$ cat src/rtl/boot_pkg.sv
// Shared encodings for the boot loader: FSM states and the default text base.
package boot_pkg;

    typedef enum logic [2:0] {
        S_LEN_HI,
        S_LEN_LO,
        S_DATA,
        S_CSUM,
        S_DONE,
        S_ERR
    } state_e;

    localparam logic [31:0] TEXT_BASE_DEFAULT = 32'h0000_3000;

endpackage

$ cat src/rtl/boot_loader_word_packer.sv
// Assembles big-endian 32-bit words from a byte stream; word_valid_o pulses
// combinationally alongside the 4th byte of each word.
module word_packer (
    input  logic        clk,
    input  logic        rst,
    input  logic        clr_i,
    input  logic        byte_valid_i,
    input  logic [7:0]  byte_i,
    output logic [31:0] word_o,
    output logic        word_valid_o
);

    logic [1:0]  lane_q, lane_d;
    logic [23:0] shift_q, shift_d;

    always_comb begin
        lane_d  = lane_q;
        shift_d = shift_q;
        if (byte_valid_i) begin
            lane_d  = lane_q + 2'd1;
            shift_d = {shift_q[15:0], byte_i};
        end
    end

    always_ff @(posedge clk) begin
        if (rst || clr_i) begin
            lane_q  <= 2'd0;
            shift_q <= 24'd0;
        end else begin
            lane_q  <= lane_d;
            shift_q <= shift_d;
        end
    end

    assign word_valid_o = byte_valid_i && (lane_q == 2'd3);
    assign word_o       = {shift_q, byte_i};

endmodule

$ cat src/rtl/boot_loader.sv
// Byte-stream boot loader: length-prefixed image into instruction memory, CPU
// held in reset until loaded. Optional trailing checksum under BOOT_CHECKSUM_EN.
module boot_loader
    import boot_pkg::*;
#(
    parameter int          IM_DEPTH  = 1024,
    parameter int          ADDR_W    = 10,
    parameter logic [31:0] TEXT_BASE = TEXT_BASE_DEFAULT
) (
    input  logic              clk,
    input  logic              rst,
    input  logic [7:0]        in_data,
    input  logic              in_valid,
    output logic              in_ready,
    output logic              im_we,
    output logic [ADDR_W-1:0] im_addr,
    output logic [31:0]       im_wdata,
    output logic              cpu_rst,
    output logic [31:0]       boot_pc,
    output logic              done,
    output logic              err,
    output logic [15:0]       word_cnt
);

    localparam logic [15:0]   DEPTH16 = 16'(IM_DEPTH);
    localparam logic [ADDR_W:0] IDX_ONE = (ADDR_W+1)'(1);
`ifdef BOOT_CHECKSUM_EN
    localparam state_e S_AFTER_DATA = S_CSUM;
`else
    localparam state_e S_AFTER_DATA = S_DONE;
`endif

    state_e            state_q, state_d;
    logic [7:0]        len_hi_q, len_hi_d;
    logic [15:0]       len_q, len_d;
    logic [ADDR_W:0]   idx_q, idx_d;
    logic              im_we_q, im_we_d;
    logic [ADDR_W-1:0] im_addr_q, im_addr_d;
    logic [31:0]       im_wdata_q, im_wdata_d;
`ifdef BOOT_CHECKSUM_EN
    logic [7:0]        csum_q, csum_d;
    logic [7:0]        csum_sum;
`endif

    logic        accept;
    logic        data_acc;
    logic [15:0] n_full;
    logic [31:0] pk_word;
    logic        pk_valid;

    assign in_ready = (state_q == S_LEN_HI) || (state_q == S_LEN_LO) ||
                      (state_q == S_DATA)   || (state_q == S_CSUM);
    assign accept   = in_valid && in_ready;
    assign data_acc = accept && (state_q == S_DATA);
    assign n_full   = {len_hi_q, in_data};

    word_packer u_packer (
        .clk          (clk),
        .rst          (rst),
        .clr_i        (state_q == S_LEN_HI),
        .byte_valid_i (data_acc),
        .byte_i       (in_data),
        .word_o       (pk_word),
        .word_valid_o (pk_valid)
    );

`ifdef BOOT_CHECKSUM_EN
    assign csum_sum = csum_q + in_data;
`endif

    always_comb begin
        state_d    = state_q;
        len_hi_d   = len_hi_q;
        len_d      = len_q;
        idx_d      = idx_q;
        im_we_d    = 1'b0;
        im_addr_d  = im_addr_q;
        im_wdata_d = im_wdata_q;
`ifdef BOOT_CHECKSUM_EN
        csum_d     = csum_q;
`endif
        case (state_q)
            S_LEN_HI: if (accept) begin
                len_hi_d = in_data;
                state_d  = S_LEN_LO;
            end
            S_LEN_LO: if (accept) begin
                len_d = n_full;
                if (n_full > DEPTH16)      state_d = S_ERR;
                else if (n_full == 16'd0)  state_d = S_AFTER_DATA;
                else                       state_d = S_DATA;
            end
            S_DATA: begin
`ifdef BOOT_CHECKSUM_EN
                if (data_acc) csum_d = csum_sum;
`endif
                if (pk_valid) begin
                    im_we_d    = 1'b1;
                    im_addr_d  = idx_q[ADDR_W-1:0];
                    im_wdata_d = pk_word;
                    idx_d      = idx_q + IDX_ONE;
                    // idx_q is pre-increment, so +1 is the count including this word
                    if ((16'(idx_q) + 16'd1) == len_q) state_d = S_AFTER_DATA;
                end
            end
`ifdef BOOT_CHECKSUM_EN
            S_CSUM: if (accept) begin
                state_d = (csum_sum == 8'h00) ? S_DONE : S_ERR;
            end
`endif
            default: ;
        endcase
    end

    always_ff @(posedge clk) begin
        if (rst) begin
            state_q    <= S_LEN_HI;
            len_hi_q   <= 8'd0;
            len_q      <= 16'd0;
            idx_q      <= '0;
            im_we_q    <= 1'b0;
            im_addr_q  <= '0;
            im_wdata_q <= 32'd0;
`ifdef BOOT_CHECKSUM_EN
            csum_q     <= 8'd0;
`endif
        end else begin
            state_q    <= state_d;
            len_hi_q   <= len_hi_d;
            len_q      <= len_d;
            idx_q      <= idx_d;
            im_we_q    <= im_we_d;
            im_addr_q  <= im_addr_d;
            im_wdata_q <= im_wdata_d;
`ifdef BOOT_CHECKSUM_EN
            csum_q     <= csum_d;
`endif
        end
    end

    assign im_we    = im_we_q;
    assign im_addr  = im_addr_q;
    assign im_wdata = im_wdata_q;
    assign cpu_rst  = (state_q != S_DONE);
    assign done     = (state_q == S_DONE);
    assign err      = (state_q == S_ERR);
    assign boot_pc  = TEXT_BASE;
    assign word_cnt = {{(15-ADDR_W){1'b0}}, idx_q};

endmodule

$ cat config.mk
export PLATFORM = sky130hd
export DESIGN_NAME = boot_loader
export DESIGN_NICKNAME = d
export VERILOG_FILES = /design/src/rtl/boot_pkg.sv /design/src/rtl/boot_loader_word_packer.sv /design/src/rtl/boot_loader.sv
export SDC_FILE = /design/constraint.sdc
export NUM_CORES = 1
export LEC_CHECK = 0
export CORE_MARGIN = 1.5
export CORE_UTILIZATION = 45
export DETAILED_ROUTE_END_ITERATION = 7
export PLACE_DENSITY_LB_ADDON = 0.25
export SLEW_MARGIN = 20
export SYNTH_ARGS = -nofsm -noshare
export SYNTH_HDL_FRONTEND = slang
export SYNTH_SLANG_ARGS = --single-unit
$ cat constraint.sdc
create_clock -name clk -period 2.1 [get_ports clk]
set_clock_uncertainty 0.15 [all_clocks]
set_input_delay 0.525 -clock clk [delete_from_list [all_inputs] [get_ports clk]]
set_output_delay 0.525 -clock clk [all_outputs]
set_load 0.01 [all_outputs]
# Word-level counts from Yosys, hierarchy flattened
# Index checks and enable logic that the tools add are counted.
dict set report word_totals {
  ff_bits 107
  in_bits 11
  output_inout_bits 95
  elab_cells 49
}
dict set report op_classes {
  n_addsub 3
  magnitude_cmp 1
  eq_ne 12
  n_mux 8
  bitwise 1
  n_reduce_logical 15
}
# operator n
set ops {}
lappend ops {{3-bit 2-to-1 mux} 6}
lappend ops {{12-bit by 16-bit == test with 1-bit output} 1}
lappend ops {{16-bit by 11-bit greater-than comparator with 1-bit output, second input constant} 1}
lappend ops {{16-bit zero test} 1}
lappend ops {{11-bit by 1-bit adder with 12-bit output, second input constant} 1}
lappend ops {{11-bit by 1-bit adder with 11-bit output, second input constant} 1}
lappend ops {{3-bit one-hot mux with 3 select lines} 1}
lappend ops {{3-bit by 2-bit == test with 1-bit output, second input constant} 2}
lappend ops {{3-bit == test, second input constant} 2}
lappend ops {{2-bit != test, second input constant} 3}
lappend ops {{2-bit AND reduction} 3}
lappend ops {{5-bit AND reduction} 1}
lappend ops {{1-bit logical OR} 4}
lappend ops {{3-bit by 1-bit == test with 1-bit output, second input constant} 1}
lappend ops {{1-bit logical AND} 3}
lappend ops {{3-bit zero test} 1}
lappend ops {{3-bit != test, second input constant} 1}
lappend ops {{3-bit nonzero test} 1}
lappend ops {{2-bit by 1-bit adder with 2-bit output, second input constant} 1}
lappend ops {{2-bit == test, second input constant} 1}
lappend ops {{2-bit by 1-bit != test with 1-bit output, second input constant} 1}
lappend ops {{2-bit OR reduction} 1}
lappend ops {{1-bit 2-to-1 mux} 1}
lappend ops {{1-bit inverter} 1}

# Longest topological paths before layout
# Gate-level depths: netlist of the first run.
dict set report logic_depth {
  depth_word 9
  mapped_depth 9
}

# Cells and area by module
# From an unflattened synthesis of the first run, not the netlist that was laid out.
dict set report unflattened {
  hier_cells 572
  hier_area_um2 4810.9
}
# mod n_inst cells_per_inst area_each_um2
set by_module_without_submodules {}
lappend by_module_without_submodules {boot_loader 1 477 3771.1}
lappend by_module_without_submodules {word_packer 1 95 1039.7}

# Least setup slack after synthesis of the first run
# Ideal clock, no wire load.
dict set report synth_timing {
  path_kind {register to register}
  from {register idx_q[0]}
  to {register state_q[1]}
  setup_time_ns 0.074
  arrival_ns 2.123
  t_required_ns 1.876
  path_slack_ns -0.248
  stages_incl_launch_ff 8
  period_less_slack_ns 2.348
  cell_sequence {dfxtp_1 ha_1 and2_1 nand2_1 or4_1 a2111oi_4 o211ai_1 o21ai_0}
}
dict set report synth_between {
  elab_chain_len 4
}
# element line
set synth_rtl {}
lappend synth_rtl {{start: declaration} boot_loader.sv:36} ;# logic [ADDR_W:0] idx_q, idx_d;
lappend synth_rtl {{start signal: assignment} boot_loader.sv:131} ;# idx_q <= idx_d;
lappend synth_rtl {{11-bit by 1-bit adder with 12-bit output} boot_loader.sv:103} ;# if ((16'(idx_q) + 16'd1) == len_q) state_d = S_AFTER_DATA;
lappend synth_rtl {{12-bit by 16-bit == test with 1-bit output} boot_loader.sv:103}
lappend synth_rtl {{2-bit by 1-bit != test with 1-bit output (no line)} -}
lappend synth_rtl {{5-bit AND reduction (no line)} -}
lappend synth_rtl {{end signal: assignment} boot_loader.sv:128} ;# state_q <= state_d;
lappend synth_rtl {{end: declaration} boot_loader.sv:33} ;# state_e state_q, state_d;
# No other way between the ends.
# A chain may end at the register's enable or synchronous reset.

# Worst setup path after layout of the first run
# Ends and elaborated chain as after synthesis.

==> flow_summary.yaml, run 1 <==
clocking:
  cts_hold_buf: 0
  clk_pin_slew_ns: 0.09
  numCtsBuffers: 9
  worstSkewPairLatency_ns: 0.38
  cts_tree: "done"
  cts_buffer_depth: 2
  cts_max_level: 3
  cts_root_buf: "clkbuf_8"
  clock-sinks: 107
floorplanning:
  fp.dieArea_sq_um: 10900
  die_h_um: 105
  pin_count: 106
  core_area_sq_um: 9910
  die_w_um: 105
  start_util_pct: 46.8
  num_rows: 36
route:
  drtAntennaViolNets: 0
  wl_per_cell_um: 13.4
  viasPerCell: 5.04
  drt-initial-drc-count: 265
  routed_wl_mm: 11.1
  dr_total_vias: 4178
  drc: 0
  firstDrtPassIters: 5
worst_setup_path:
  critPathKind: "register to register"
  crit_arrival_ns: 2.41
  crit_fanout: 4
  critPathLaunchType: "register"
  worstPathRequired_ns: 2.20
  worstSetupEndpointType: "register"
power_and_ir_drop:
  power_density_nw_per_um2: 621
  power_leakage_nw: 2.17
  peakVddDrop_mv: 0.397
  finalPower_mw: 3.65
synthesis:
  synth-seq-area-share_pct: 46.1
  synthCells: 599
  synthArstFlopShare_pct: 0
  synth_area_leaders: "dfxtp_1 (46%), nand2_1 (16%), a21oi_1 (10%), buf_4 (6.1%), xnor2_1 (2.8%)"
  synth_top_area_share_pct: 46.1
  synth_warnings: 0
  ys.flop_type: "dfxtp_1"
  synth_top_cell_by_area: "dfxtp_1"
  synth-edff-count: 0
  yosys-top-cells-count: "nand2_1 (194), dfxtp_1 (107), a21oi_1 (95)"
  ys_types: 45
  synth_seq_cells: 107
  syn_area_per_cell_sq_um: 7.75
  syn_area_sq_um: 4640
  synth_most_common_cell: "nand2_1"
timing:
  finalCriticalPeriod_ns: 2.31
  finalSetupViolations: 2
  hold_viol: 0
  rsz0062_at_grt: "yes"
  finalMaxSlewViolations: 0
  setup-tns-final_ns: -0.327
  fmax_mhz: 433
  finalWorstSetupSlack_ns: -0.207
  period_share_pct: 110
grt:
  grt_pass1_wl_mm: 18.1
  grt_max_degree: 83
  grt_pass1_vias: 3766
  globalRouteOverflowTotal: 0
  antenna_found_initial: 0
  grt_usage_pct: 20.4
placed_design:
  placed_cells: 808
  dp_hpwl_mm: 7.77
  place.gp.congestion: 0.883
  pre_cts_ws_ns: -0.402
  port_buffers: 68
layout:
  area_growth_pct: 26.7
  nFillCells: 918
  layout.cells.non_filler: 829
  antenna_cells: 0
  drive_above_1_share_pct: 14.4
  nNetsFinal: 704
  final_util_pct: 59.4
run_status:
  violations: "negative setup slack"
  status: "complete, but fails checks"
run:
  maxCapViolations: 0
worst_hold_path:
  hold_path_class: "register to register"
## routing by layer
metal	GRT usage [%]	up-vias	wire, um
li1	-	2081	-
met1	27.3	1941	5010
met2	32.4	138	5330
met3	4.12	18	622
met4	7.34	0	184
met5	0	-	0
## power breakdown
part / switching [mW] / internal, mW / leakage [nW]
clock network: 0.736 / 0.457 / 0.0906
logic: 0.226 / 0.141 / 1.21
registers: 0.0346 / 2.06 / 0.870
total: 0.997 / 2.66 / 2.17
## final cells by class
type | count | area (sq um) | area share, %
Inverter | 4 | 15.0 | 0.255
Tap cell | 133 | 166 | 2.83
Sequential cell | 107 | 2170 | 36.8
Timing Repair Buffer | 122 | 1130 | 19.2
Clock buffer | 10 | 128 | 2.17
Multi-Input combinational cell | 447 | 2220 | 37.7
Clock inverter | 6 | 58.8 | 1.00
## worst max-delay path, stage by stage (launching register included)
cell       delay, ns
dfxtp_4         0.39
ha_4            0.15
and3_4          0.21
nand2_1         0.05
or4b_1          0.49
o211a_2         0.17
a2111oi_4       0.35
buf_4           0.18
o21ai_1         0.05
## cells in the final DEF, fill, tap and decap left out, types with 5 or more instances in the layout
| cell | n |
|---|---|
| nand2_1 | 193 |
| dfxtp_1 | 97 |
| dlygate4sd2_1 | 6 |
| nor2_1 | 18 |
| xor2_1 | 7 |
| buf_4 | 50 |
| dlymetal6s2s_1 | 6 |
| clkbuf_8 | 9 |
| dfxtp_2 | 5 |
| clkdlybuf4s50_1 | 53 |
| a21oi_1 | 95 |
| xnor2_1 | 14 |
| dfxtp_4 | 5 |
| nand3_1 | 8 |
| conb_1 | 37 |
| o21ai_0 | 9 |
| nor3_1 | 7 |
## kinds of logic after synthesis
group / share of synthesized area (%)
AO/OA/AOI/OAI: 13.8
XOR/XNOR: 4.15
adder cells (fa/ha/maj): 0.539
buffers and inverters: 10.1
flip-flops: 46.1
multiplexers: 0.431
other: 0.162
AND/OR/NAND/NOR: 24.6
## stage by stage
step / instance area (sq um) / hold WS (ns)
global route: 5880 / 0.332
CTS: 5860 / 0.313
detailed placement: 5590 / 0.297
global placement: 5590 / 0.292
floorplan: 4790 / 0.282
finish: 5880 / 0.309
## repair_timing
action                     4_1_cts  5_1_grt
buffers inserted                 4        1
pin swaps                        6        2
setup endpoints to repair       13       15
cloned                           0        0
gates resized for setup         28       13
## state kept, by name, summed over array words and instances (netlist names)
| signal | count |
|---|---|
| state_q | 3 |
| im_addr | 10 |
| u_packer.lane_q | 2 |
| len_q | 16 |
| u_packer.shift_q | 24 |
| len_hi_q | 8 |
| idx_q | 11 |
| im_wdata | 32 |
| im_we | 1 |
## path summary, 6_finish.rpt
path,to,cells past startpoint,slack [ns],startpoint
worst max-delay path,state_q[1],8,-0.21,idx_q[0]
worst min-delay path,im_addr[1],2,0.31,im_addr[1]
worst max register to register,state_q[1],8,-0.21,idx_q[0]
worst min register to register,im_addr[1],2,0.31,im_addr[1]
Power figures use the tool's default switching activity.
==> inputs of run 2 (changes only) <==
--- a/constraint.sdc
+++ b/constraint.sdc
@@ -3,3 +3,3 @@
 set_input_delay 0.525 -clock clk [delete_from_list [all_inputs] [get_ports clk]]
 set_output_delay 0.525 -clock clk [all_outputs]
-set_load 0.01 [all_outputs]
+set_load 0.005 [all_outputs]
==> run 2 against run 1 <==
Compared with the run above:
- the flow still finishes with violations (negative setup slack)
- sequential share of layout area decreased by 0.49 points
- largest cell class unchanged
- clock power about the same
- highest routed layer unchanged
- core utilization up 0.87 points
- die area unchanged
- critical path type unchanged
- sequential power about the same
- total power shrank 1.1%
- critical endpoint is now state_q[2]
==> flow_summary.yaml, run 2 (same netlist as run 1, synthesis figures left out) <==
timing:
  rsz0062_at_grt: "yes"
  setup-tns-final_ns: -0.300
  finalWorstSetupSlack_ns: -0.152
  finalCriticalPeriod_ns: 2.25
  hold_viol: 0
  fmax_mhz: 444
  finalSetupViolations: 2
  finalMaxSlewViolations: 0
  period_share_pct: 107
route:
  routed_wl_mm: 11.1
  wl_per_cell_um: 13.3
  firstDrtPassIters: 5
  viasPerCell: 5.00
  drtAntennaViolNets: 0
  drc: 0
  drt-initial-drc-count: 266
  dr_total_vias: 4176
power_and_ir_drop:
  swShare_pct: 26.6
  p_sw_mw: 0.962
  clockPowerShare_pct: 32.2
  seqPwrFrac_pct: 57.9
  p_comb_share_pct: 9.9
  power_leakage_nw: 2.12
  internal-power_mw: 2.65
  peakVddDrop_mv: 0.393
  finalPower_mw: 3.61
  power_density_nw_per_um2: 605
floorplanning:
  pin_count: 106
  start_util_pct: 46.8
  num_rows: 36
  core_area_sq_um: 9910
  die_h_um: 105
  fp.dieArea_sq_um: 10900
  die_w_um: 105
layout:
  layout_commonest_cell: "nand2_1"
  mostFrequentLayoutCells: "nand2_1 (194), a21oi_1 (95), dfxtp_1 (95)"
  antenna_cells: 0
  drive_above_1_share_pct: 16.0
  final_util_pct: 60.2
  postLayoutCellArea_sq_um: 5970
  nNetsFinal: 710
  largest_reg_flops: 32
  area_growth_pct: 28.6
worst_setup_path:
  crit_arrival_ns: 2.40
  worstSetupEndpointType: "register"
  critPathKind: "register to register"
  crit_fanout: 5
  critPathLaunchType: "register"
  worstPathRequired_ns: 2.25
grt:
  grt_usage_pct: 20.6
  antenna_found_initial: 0
  grt_max_degree: 83
  grt_pass1_vias: 3800
  grt_pass1_wl_mm: 18.3
  globalRouteOverflowTotal: 0
clocking:
  numCtsBuffers: 9
  clock-sinks: 107
  cts_max_level: 3
  worstSkewPairLatency_ns: 0.37
  cts_root_buf: "clkbuf_8"
  clk_pin_slew_ns: 0.10
  cts_hold_buf: 0
  cts_tree: "done"
  cts_buffer_depth: 2
placed_design:
  dp_hpwl_mm: 7.61
  place.gp.congestion: 0.874
  placed_area_sq_um: 5620
  port_buffers: 68
run_status:
  status: "complete, but fails checks"
  violations: "negative setup slack"
run:
  maxCapViolations: 0
worst_hold_path:
  hold_path_class: "register to register"
run 2: cell count changes in the layout (fill, tap and decap cells not counted), moves of 3 or more:
cell	previous run	this run
buf_4	50	53
clkdlybuf4s50_1	53	60
dlymetal6s2s_1	6	3
dlygate4sd2_1	6	2
buf_6	0	3
run 2: stage by stage:
stage,worst slack [ns],cells,hold slack (ns)
2_1_floorplan,-0.00213,634,0.282
3_3_place_gp,-0.280,812,0.294
3_5_place_dp,-0.376,812,0.297
4_1_cts,-0.0946,832,0.310
5_1_grt,-0.238,835,0.331
6_report,-0.152,835,0.306
run 2: final cells by class:
cell class | instances | area [sq um]
tap | 133 | 166
clock buffer | 10 | 128
sequential | 107 | 2170
clock inverter | 6 | 52.6
inverter | 4 | 15.0
fill | 941 | 3940
timing repair buffer | 128 | 1180
multi-input combinational | 447 | 2260
run 2: what timing repair did:
action	4_1_cts	5_1_grt
resized for setup	38	9
endpoints found under the setup margin	10	26
setup buffers	4	4
pin swaps	2	3
run 2: worst max-delay path: stages, from the launching register on:
cell       delay (ns)
dfxtp_4          0.38
ha_4             0.17
and3_4           0.19
buf_4            0.14
nor4_4           0.27
nand2_1          0.10
o211a_4          0.25
a2111oi_4        0.33
nor3_1           0.11
nor3_2           0.10
run 2: worst paths after layout:
| check | start | endpoint | slack, ns | depth (start not counted) |
|---|---|---|---|---|
| max | idx_q[0] | state_q[2] | -0.15 | 9 |
| min | im_addr[0] | im_addr[0] | 0.31 | 2 |
| min reg2reg | im_addr[0] | im_addr[0] | 0.31 | 2 |
| max reg2reg | idx_q[0] | state_q[2] | -0.15 | 9 |
run 2: power by group through the flow:
stage	Sequential [mW]	Combinational (mW)	Clock (mW)
after floorplan	2.13	0.258	0
after global placement	2.14	0.340	0
after detailed placement	2.14	0.348	0
after CTS	2.09	0.360	1.19
after global routing	2.10	0.400	1.29
final	2.09	0.359	1.16
run 2: routing by layer:
| layer | share of wire, % | vias up | track usage, % |
|---|---|---|---|
| met3 | 4.7 | 14 | 3.56 |
| li1 | - | 2089 | - |
| met4 | 1.9 | 0 | 8.13 |
| met1 | 47 | 1944 | 28.0 |
| met5 | 0 | - | 0 |
| met2 | 47 | 129 | 32.6 |
==> inputs of run 3 (changes only) <==
CORE_UTILIZATION = 46   (was 45)
SYNTH_HIERARCHICAL = 1   (was not set)
==> run 3 against run 2 <==
Compared with the run above:
- the run still ends with negative setup slack left
- core utilization is 1.0 points higher
- total power is 10% higher
- cell area is 5.0% higher
- final cell count is 2.3% lower
- clock power is 9% higher
- count of clock-buffer cells in the layout is 1 higher
- worst setup slack better by 0.11 ns
- sequential share of layout area is 1.6 points lower
==> flow_summary.yaml, run 3 <==
run_status:
  status: "complete, but fails checks"
  violations: "negative setup slack"
floorplanning:
  die_w_um: 105
  die_h_um: 105
  start_util_pct: 47.0
  fp.dieArea_sq_um: 11100
  pin_count: 106
  num_rows: 37
  core_area_sq_um: 10200
timing:
  period_share_pct: 102
  hold_viol: 0
  finalSetupViolations: 3
  finalCriticalPeriod_ns: 2.14
  finalWorstSetupSlack_ns: -0.0436
  fmax_mhz: 466
  finalMaxSlewViolations: 0
  rsz0062_at_grt: "yes"
  whs_ns: 0.308
clocking:
  cts_root_buf: "clkbuf_8"
  worstSkewPairLatency_ns: 0.37
  clk_pin_slew_ns: 0.09
  numCtsBuffers: 9
  clock-sinks: 107
  cts_hold_buf: 0
  cts_tree: "done"
  cts_max_level: 3
  cts_buffer_depth: 2
synthesis:
  syn_area_per_cell_sq_um: 8.41
  yosys.area_share.simple_pct: 21.5
  synth_top_cell_by_area: "dfxtp_1"
  synth_top_family_by_area: "simple AND/OR/NAND/NOR gates"
  synth_area_leaders: "dfxtp_1 (45%), nand2_1 (11%), a21oi_1 (7.3%), buf_4 (7.2%), mux2i_1 (5.2%)"
  synth_seq_cells: 107
  synthArstFlopShare_pct: 0
  synth_warnings: 6
  ys_types: 57
  synthCells: 572
  yosys-top-cells-count: "nand2_1 (144), dfxtp_1 (107), a21oi_1 (70)"
  synthMuxAreaShare_pct: 5.98
  synth-seq-area-share_pct: 44.5
  synth-edff-count: 0
  synth_top_area_share_pct: 44.5
  synth_fa_ha_area_share_pct: 0.520
  yosys.area_share.xor_xnor_pct: 3.82
  ys.flop_type: "dfxtp_1"
  synth_most_common_cell: "nand2_1"
  syn_area_sq_um: 4810
  synth_compound_area_share_pct: 11.3
placed_design:
  pre_cts_ws_ns: -0.825
  place.gp.congestion: 0.867
  port_buffers: 68
  dp_hpwl_mm: 7.99
route:
  wl_per_cell_um: 13.6
  viasPerCell: 4.88
  dr_total_vias: 3982
  firstDrtPassIters: 5
  routed_wl_mm: 11.1
  drt-met1-wl_mm: 5.20
  highest_layer: "met4"
  drc: 0
  drt-initial-drc-count: 164
  wl_met3_um: 386
  drtAntennaViolNets: 0
  wl_met2_mm: 5.34
grt:
  grt_max_degree: 39
  antenna_found_initial: 0
  grt_pass1_vias: 3769
  globalRouteOverflowTotal: 0
  grt_pass1_wl_mm: 18.1
  grt_usage_pct: 20.5
worst_setup_path:
  crit_arrival_ns: 2.26
  max_stage_delay_ns: 0.39
  worstPathRequired_ns: 2.21
  crit_fanout: 6
  crit_chain: "ha_4 > buf_6 > nor3b_1 > o221a_2 > o221a_4 > a22oi_2 > mux2_4"
  crit_slowest_cell: "dfxtp_4"
  worstSetupEndpointType: "register"
  critPathKind: "register to register"
  critPathLaunchType: "register"
worst_hold_path:
  hold_path_class: "register to register"
layout:
  nNetsFinal: 688
  mostFrequentLayoutCells: "nand2_1 (141), dfxtp_1 (95), a21oi_1 (70)"
  final_util_pct: 61.3
  antenna_cells: 0
  nFillCells: 936
  drive_above_1_share_pct: 20.1
  largest_reg_flops: 32
  layout_commonest_cell: "nand2_1"
  area_growth_pct: 30.3
power_and_ir_drop:
  finalPower_mw: 3.98
  power_density_nw_per_um2: 635
  peakVddDrop_mv: 0.417
  power_leakage_nw: 2.30
run:
  maxCapViolations: 0
-- run 3: changes by cell type after synthesis, moves of 7 or more --
| cell | previous run | this run |
|---|---|---|
| a21oi_1 | 95 | 70 |
| buf_4 | 38 | 46 |
| nor2_1 | 19 | 46 |
| buf_1 | 7 | 0 |
| nand2_1 | 194 | 144 |
| buf_6 | 2 | 9 |
| mux2i_1 | 2 | 25 |
-- run 3: logic make-up (layout without fill, tap and decap cells) --
group,Yosys count,count (layout)
other,2,37
adder cells (fa/ha/maj),2,2
multiplexers,28,28
XOR/XNOR,21,21
buffers and inverters,85,158
flip-flops,107,107
AO/OA/AOI/OAI,93,93
AND/OR/NAND/NOR,234,234
-- run 3: area by class of cell --
| class | instances | area [sq um] | area share [%] |
|---|---|---|---|
| clock buffer | 11 | 131 | 2.10 |
| clock inverter | 5 | 61.3 | 0.978 |
| inverter | 6 | 25.0 | 0.399 |
| multi-input combinational | 415 | 2410 | 38.4 |
| sequential | 107 | 2180 | 34.7 |
| tap | 136 | 170 | 2.71 |
| timing repair buffer | 136 | 1290 | 20.7 |
-- run 3: worst paths after layout --
path	start	end	slack [ns]	cells past startpoint
setup reg to reg	idx_q[0]	state_q[0]	-0.04	7
hold reg to reg	im_addr[6]	im_addr[6]	0.31	2
setup / recovery	idx_q[0]	state_q[0]	-0.04	7
hold / removal	im_addr[6]	im_addr[6]	0.31	2
-- run 3: power by group --
group / total [mW] / internal (mW) / switching [mW]
Clock: 1.26 / 0.560 / 0.695
Sequential: 2.12 / 2.07 / 0.0440
Combinational: 0.609 / 0.277 / 0.332
-- run 3: per-stage QoR --
step                      std cells  instance area [sq um]  setup TNS, ns
final                           816                   6270        -0.0665
after global routing            816                   6270         -0.375
after CTS                       815                   6160         -0.163
after detailed placement        796                   5810         -26.94
after global placement          796                   5810         -23.95
after floorplan                 607                   5010          -1.56
-- run 3: worst max-delay path: cells and delay by family, from the launching register on --
| kind | cells | cell delay (ns) |
|---|---|---|
| multiplexers | 1 | 0.32 |
| flip-flops | 1 | 0.39 |
| buffers and inverters | 1 | 0.12 |
| AND/OR/NAND/NOR | 1 | 0.13 |
| AO/OA/AOI/OAI | 3 | 0.76 |
| adder cells (fa/ha/maj) | 1 | 0.18 |
-- run 3: what timing repair did --
item / 4_1_cts / 5_1_grt
gates resized for setup: 39 / 31
hold endpoints to repair: 0 / 0
endpoints found under the setup margin: 22 / 17
setup buffers: 4 / 1
pin swaps: 10 / 11
gates cloned: 0 / 0
-- run 3: metal layers --
layer  global-route usage (%)  up-vias
li1                         -     2020
met5                        0        -
met1                     27.0     1851
met3                     2.78       15
met2                     34.3       96
met4                     7.53        0
